==> config.mk <==
export PLATFORM = sky130hd
export DESIGN_NAME = eth_frame_builder
export DESIGN_NICKNAME = d
export VERILOG_FILES = /design/src/rtl/eth_frame_pkg.sv /design/src/rtl/eth_frame_builder_delay.sv /design/src/rtl/eth_frame_builder.sv
export SDC_FILE = /design/constraint.sdc
export NUM_CORES = 1
export LEC_CHECK = 0
export BUFFER_PORTS_ARGS = -buffer_cell sky130_fd_sc_hd__buf_4
export CAP_MARGIN = 20
export CORE_AREA = 2 2 142 144
export CTS_CLUSTER_DIAMETER = 30
export DETAILED_ROUTE_END_ITERATION = 6
export DIE_AREA = 0 0 144 146
export HOLD_SLACK_MARGIN = 0.02
export PLACE_DENSITY_LB_ADDON = 0.1
export SLEW_MARGIN = 10
export SYNTH_ARGS = -nofsm -noshare
export SYNTH_HDL_FRONTEND = slang
export SYNTH_HIERARCHICAL = 1
export SYNTH_SLANG_ARGS = --single-unit
==> constraint.sdc <==
create_clock -name clk -period 2 [get_ports clk]
set_input_delay 0.3 -clock clk [delete_from_list [all_inputs] [get_ports clk]]
set_output_delay 0.3 -clock clk [all_outputs]
set_load 0.005 [all_outputs]
==> src/rtl/eth_frame_pkg.sv <==
// eth_frame_pkg: shared FSM encoding and frame layout constants for eth_frame_builder
package eth_frame_pkg;
  localparam logic [1:0] S_IDLE = 2'd0, S_HDR = 2'd1, S_PAY = 2'd2, S_TRL = 2'd3;
  typedef enum logic [1:0] {IDLE = S_IDLE, HDR = S_HDR, PAY = S_PAY, TRL = S_TRL} frame_state_t;
  localparam int HDR_WORDS = 4;
  localparam int TRL_WORDS = 2;
  localparam int HDR_MAGIC = 0, HDR_SEQ = 1, HDR_CHAN = 2, HDR_MAX = 3;
  localparam int TRL_COUNT = 0, TRL_SUM = 1;
endpackage

==> src/rtl/eth_frame_builder_delay.sv <==
// word_delay_line: DEPTH-stage valid+data shift register with async clear
module word_delay_line #(
  parameter int W     = 16,
  parameter int DEPTH = 4
) (
  input  logic         clk,
  input  logic         rstn,
  input  logic         in_valid,
  input  logic [W-1:0] in_data,
  output logic         out_valid,
  output logic [W-1:0] out_data
);
  logic [DEPTH-1:0] v;
  logic [W-1:0]     d [DEPTH];
  always_ff @(posedge clk or negedge rstn)
    if (!rstn) begin
      v <= '0;
      for (int i = 0; i < DEPTH; i++) d[i] <= '0;
    end else begin
      v    <= (v << 1) | DEPTH'(in_valid);
      d[0] <= in_data;
      for (int i = 1; i < DEPTH; i++) d[i] <= d[i-1];
    end
  assign out_valid = v[DEPTH-1];
  assign out_data  = d[DEPTH-1];
endmodule

==> src/rtl/eth_frame_builder.sv <==
// eth_frame_builder: frames eth_en-qualified FIFO bursts into header/payload/trailer packets
module eth_frame_builder
  import eth_frame_pkg::*;
#(
  parameter int                DATA_W      = 16,
  parameter int                RD_LAT      = 1,
  parameter int                MAX_PAYLOAD = 1024,
  parameter logic [DATA_W-1:0] MAGIC       = 16'hADC0,
  parameter logic [DATA_W-1:0] CHAN_ID     = '0
) (
  input  logic              clk,
  input  logic              rstn,
  input  logic              eth_en,
  input  logic [DATA_W-1:0] din,
  output logic [DATA_W-1:0] tx_data,
  output logic              tx_valid,
  output logic              tx_sof,
  output logic              tx_eof,
  output logic [15:0]       drop_cnt,
  output logic              err
);
  localparam logic [DATA_W-1:0] MAXW = DATA_W'(MAX_PAYLOAD);
  logic [RD_LAT-1:0] en_pipe;
  logic              wv, wv_q, cap, accept, drop, take, dl_valid;
  logic [DATA_W-1:0] dl_data, n, sum, seq, nxt_data;
  logic [1:0]        cnt, nxt_cnt;
  logic              nxt_valid, nxt_sof, nxt_eof;
  frame_state_t      state, nxt_state;
  assign wv     = en_pipe[RD_LAT-1];
  assign accept = wv & ~wv_q & (state == IDLE);
  assign drop   = wv & ~wv_q & (state != IDLE);
  assign take   = accept | (cap & wv & (n < MAXW));
  // payload lags by the header length so it lands right after header word3
  word_delay_line #(.W(DATA_W), .DEPTH(HDR_WORDS)) u_dly (
    .clk(clk), .rstn(rstn), .in_valid(take), .in_data(din),
    .out_valid(dl_valid), .out_data(dl_data)
  );
  always_comb begin
    nxt_state = state;
    nxt_cnt   = cnt;
    nxt_valid = 1'b0;
    nxt_sof   = 1'b0;
    nxt_eof   = 1'b0;
    nxt_data  = '0;
    case (state)
      IDLE: if (accept) begin
        nxt_state = HDR;
        nxt_cnt   = 2'(HDR_SEQ);
        nxt_valid = 1'b1;
        nxt_sof   = 1'b1;
        nxt_data  = MAGIC;
      end
      HDR: begin
        nxt_valid = 1'b1;
        nxt_data  = (cnt == 2'(HDR_SEQ)) ? seq : (cnt == 2'(HDR_CHAN)) ? CHAN_ID : MAXW;
        nxt_cnt   = cnt + 2'd1;
        nxt_state = (cnt == 2'(HDR_MAX)) ? PAY : HDR;
      end
      PAY: begin
        nxt_valid = 1'b1;
        nxt_data  = dl_valid ? dl_data : n;
        nxt_cnt   = 2'(TRL_SUM);
        nxt_state = dl_valid ? PAY : TRL;
      end
      TRL: begin
        nxt_valid = 1'b1;
        nxt_eof   = 1'b1;
        nxt_data  = sum;
        nxt_state = (cnt == 2'(TRL_WORDS - 1)) ? IDLE : TRL;
      end
      default: nxt_state = IDLE;
    endcase
  end
  always_ff @(posedge clk or negedge rstn)
    if (!rstn) begin
      en_pipe  <= '0;
      wv_q     <= 1'b0;
      cap      <= 1'b0;
      n        <= '0;
      sum      <= '0;
      seq      <= '0;
      cnt      <= '0;
      state    <= IDLE;
      drop_cnt <= '0;
      err      <= 1'b0;
      tx_data  <= '0;
      tx_valid <= 1'b0;
      tx_sof   <= 1'b0;
      tx_eof   <= 1'b0;
    end else begin
      en_pipe <= (en_pipe << 1) | RD_LAT'(eth_en);
      wv_q    <= wv;
      cap     <= accept | (cap & wv);
      if (accept) begin
        n   <= DATA_W'(1);
        sum <= din;
      end else if (take) begin
        n   <= n + 1'b1;
        sum <= sum + din;
      end
      if (drop | (cap & wv & ~take)) err <= 1'b1;
      if (drop & ~&drop_cnt) drop_cnt <= drop_cnt + 16'd1;
      if (state == TRL) seq <= seq + 1'b1;
      state    <= nxt_state;
      cnt      <= nxt_cnt;
      tx_data  <= nxt_data;
      tx_valid <= nxt_valid;
      tx_sof   <= nxt_sof;
      tx_eof   <= nxt_eof;
    end
endmodule

==> key figures <==
Pwr
  – Worst vdd ir: 0.000669 V
  – Flop pwr share: about a third
  – Gate power share: around 37%
  – Sw Pwr: 4.13 mW
  – Clock Power Share: 27.8%
  – Net Sw Frac: approximately a third
  – Leak: 4.01 nW
  – PD cells: 1360 nW/um^2
  – Internal Pwr Total: between 8 and 9 mW

Clocking
  – Longest Clk Path Bufs: 2
  – Clock insertion delay at the later pin of the skew report: 0.42 ns
  – Total CTS buffers: 17
  – Clk slew on worst S/H paths: 0.06 ns
  – Clock root buffer: clkbuf_16
  – H-tree depth: 4
  – CTS sink cnt: between 150 and 200
  – CTS tree: built

Timing
  – Period utilization: 109%
  – Fmax: 0.458 GHz
  – Worst rel slew slack: between 60 and 70%
  – RSZ-0062 raised after global routing: yes
  – Final Hold Fails: 0
  – Final setup violation count: 17
  – Hold Slack: 0.111 ns
  – Max Clock Skew: ~0.010 ns
  – Final worst slack: -0.186 ns
  – Final Slew Violations: 0
  – Final min period: 2.19 ns
  – Worst-margin pin slew: 0.459 ns

Setup path
  – Critical Path Sink: n[7]
  – Arr. time, crit path: 2.49 ns
  – Peak fanout along the critical path: 6
  – Critical path capture point type: flop
  – Critical Path Start: n[15]
  – R2R Setup Slk: -0.19 ns
  – WP depth: 6
  – Worst r2r src: n[15]
  – Worst path max stage delay: 0.56 ns
  – Crit path cell chain: or4_4 > or4_4 > nor2_4 > nand3_1 > xor2_1 > nor2_1
  – Crit-path most repeated cell: or4_4
  – WS Path Type: flop to flop
  – Worst path required time: between 2 and 2.5 ns
  – Crit-path leading delay family: simple AND/OR/NAND/NOR gates
  – Worst Path Buf+Inv: 0
  – Max stage delay cell, worst path: or4_4
  – Worst reg-to-reg path cell count: 6
  – Reg2reg end: n[7]
  – Crit start category: flop

Yosys
  – #FFs+latches synth: around 160
  – Register area share after synthesis: 59.5%
  – Cell taking the most area after synthesis: dfrtp_1
  – Synth warnings: 6
  – Netlist cell types: 43
  – Yosys top cell area share: approximately three fifths
  – Syn Area/Cell: approximately 11 sq um
  – Post-Syn Nets: around 650
  – Mapped Area: between 6000 and 7000 sq um
  – Synth top area cells: dfrtp_1 59%, nand2_1 4.8%, ha_1 3.9%, xnor2_1 3.8%, mux2i_1 3.1%
  – Post-Syn Instances: 605

Cells and area
  – Most common cell after layout, fill and taps aside: dfrtp_1
  – Final Util: 46.2%
  – Nets@finish: ~770
  – Area of the multi-input gates: between 2000 and 3000 sq um
  – Most frequent cells in the layout: 159 x dfrtp_1, 115 x buf_4, 79 x nand2_1
  – Ratio of cells with drive above 1 in the final layout: 29.9%
  – Seq. cell area: roughly 4000 sq um
  – Ant diodes: 0
  – Area Growth Syn to Fin: 33.5%
  – Filler cell count: around 1.8k

Die
  – Core box area: 19300 sq um
  – Top Ports: 55
  – Initial Utilization: 34.6%
  – Core Rows: 51
  – DIE WIDTH: roughly 140 um
  – Die Y: 146 um
  – Die footprint: 21000 sq um

Global routing
  – Largest net degree at the start of global routing: between 40 and 50
  – Vias in the first global route: around 4.8k
  – Gr usage total: between 10% and 20%
  – First-pass GRT wire length: between 20000 and 30000 um
  – Initial antenna violation count: 0
  – GRT Residual Overflow: 0

Route
  – DRC: 0
  – Iteration count of the initial detailed-routing pass: 4
  – Total Wirelength: 16000 um
  – Post-route ant nets: 0
  – Routed length per instance: 15.9 um
  – DR iter-0 viols: around 280
  – Via count: 4730
  – Vias per std cell: 4.71

Place
  – Gp weighted congestion: 0.853
  – # port buffers: 54
  – HPWL after detailed placement: 10900 um

Worst hold path
  – Hold WC Path Type: input pin to flop

Status
  – Violated checks: setup timing
  – Status: finished, violations left

Run
  – Max Cap Viol: 0
through the flow:
stage / total power [mW] / std cells / TNS [ns] / worst slack [ns] / area [sq um]
6_report: 12.1 / 1004 / -1.43 / -0.186 / 8930
5_1_grt: 12.9 / 1004 / -3.45 / -0.305 / 8930
4_1_cts: 11.7 / 997 / -1.41 / -0.151 / 8650
3_5_place_dp: 8.02 / 946 / -2.35 / -0.269 / 7720
3_3_place_gp: 7.94 / 946 / -1.95 / -0.222 / 7720
2_1_floorplan: 6.33 / 605 / -0.0783 / -0.0783 / 6710
layout make-up:
cell class / count / share of cell area, %
clock buffer: 17 / 4.76
tap: 265 / 3.71
multi-input combinational: 397 / 31.4
timing repair buffer: 142 / 13.2
sequential: 159 / 44.5
inverter: 9 / 0.378
clock inverter: 15 / 2.03
power groups by stage:
stage               registers [mW]  logic [mW]  clock network (mW)
CTS                           4.21        4.08                3.45
floorplan                     4.20        2.12                   0
detailed placement            4.26        3.76                   0
global route                  4.32        4.98                3.59
global placement              4.24        3.70                   0
finish                        4.24        4.52                3.37
sequential cells by signal (all words and copies together), names as in the netlist:
register,count
err,1
cnt,2
tx_eof,1
cap,1
n,16
seq,16
u_dly/v,4
tx_valid,1
u_dly/out_data,16
wv_q,1
tx_data,16
u_dly/d,48
drop_cnt,16
state,2
en_pipe,1
tx_sof,1
sum,16
timing repair:
| action | 4_1_cts | 5_1_grt |
|---|---|---|
| pin swaps | 12 | 35 |
| hold buffers | 13 | 0 |
| resized for setup | 32 | 48 |
| endpoints found under the setup margin | 23 | 27 |
| cloned | 2 | 0 |
| buffers inserted | 4 | 10 |
| hold endpoints to repair | 52 | 0 |
worst min-delay path by stage:
stage	slack, ns	start	to	cells after the start
2_1_floorplan	0.004	rstn	cap	0
3_3_place_gp	0.27	rstn	seq[4]	1
3_5_place_dp	0.27	rstn	tx_data[3]	1
4_1_cts	0.08	din[6]	u_dly/d[54]	2
5_1_grt	0.09	din[10]	u_dly/d[58]	2
6_report	0.11	din[2]	sum[2]	3
cells by family after synthesis:
family                   count (synthesis)  share of synthesized area (%)
adder cells (fa/ha/maj)                 22                           4.23
buffers and inverters                   50                           3.76
AO/OA/AOI/OAI                           91                           8.04
multiplexers                            23                           3.48
AND/OR/NAND/NOR                        211                           14.6
flip-flops                             159                           59.5
XOR/XNOR                                49                           6.41
cells in the mapped netlist:
library cell and count:
buf_4 16, and3_1 15, or3_1 1, o21ai_0 25
o21bai_1 1, buf_2 3, nor2_4 1, xnor2_1 29
a31oi_1 8, xor2_1 20, mux2i_1 21, a21o_1 3
inv_2 1, a221oi_1 7, nor2_1 47, a22oi_1 2
dfrtp_1 159, nand4_1 10, a211oi_1 3, o21ai_1 3
fa_1 1, inv_1 8, ha_1 21, and2_1 9
nand3_1 23, nor2_2 1, a211o_1 1, buf_1 5
nand2_1 85, clkbuf_1 17, or4_4 1, a21oi_1 31
mux2_2 2, nor4_2 1, a41oi_1 2, nor2b_1 4
o211ai_1 3, and4_1 2, nor3_1 6, or4_1 2
nand2b_1 3, o21a_1 1, o31ai_1 1
worst reg2reg max path, cell delays in order, from the launching register on:
cell and delay, ns:
dfrtp_1 0.38, or4_4 0.56, or4_4 0.56, nor2_4 0.24, nand3_1 0.12, xor2_1 0.15, nor2_1 0.06
layer usage:
layer | track usage (%) | vias up | part of all wire (%)
met5 | 0 | - | 0
met4 | 5.34 | 0 | 1.4
met3 | 3.62 | 15 | 3.1
met2 | 23.6 | 77 | 46
met1 | 22.8 | 2343 | 50
li1 | - | 2295 | -
Note: power is estimated with default switching activity, not from simulation.
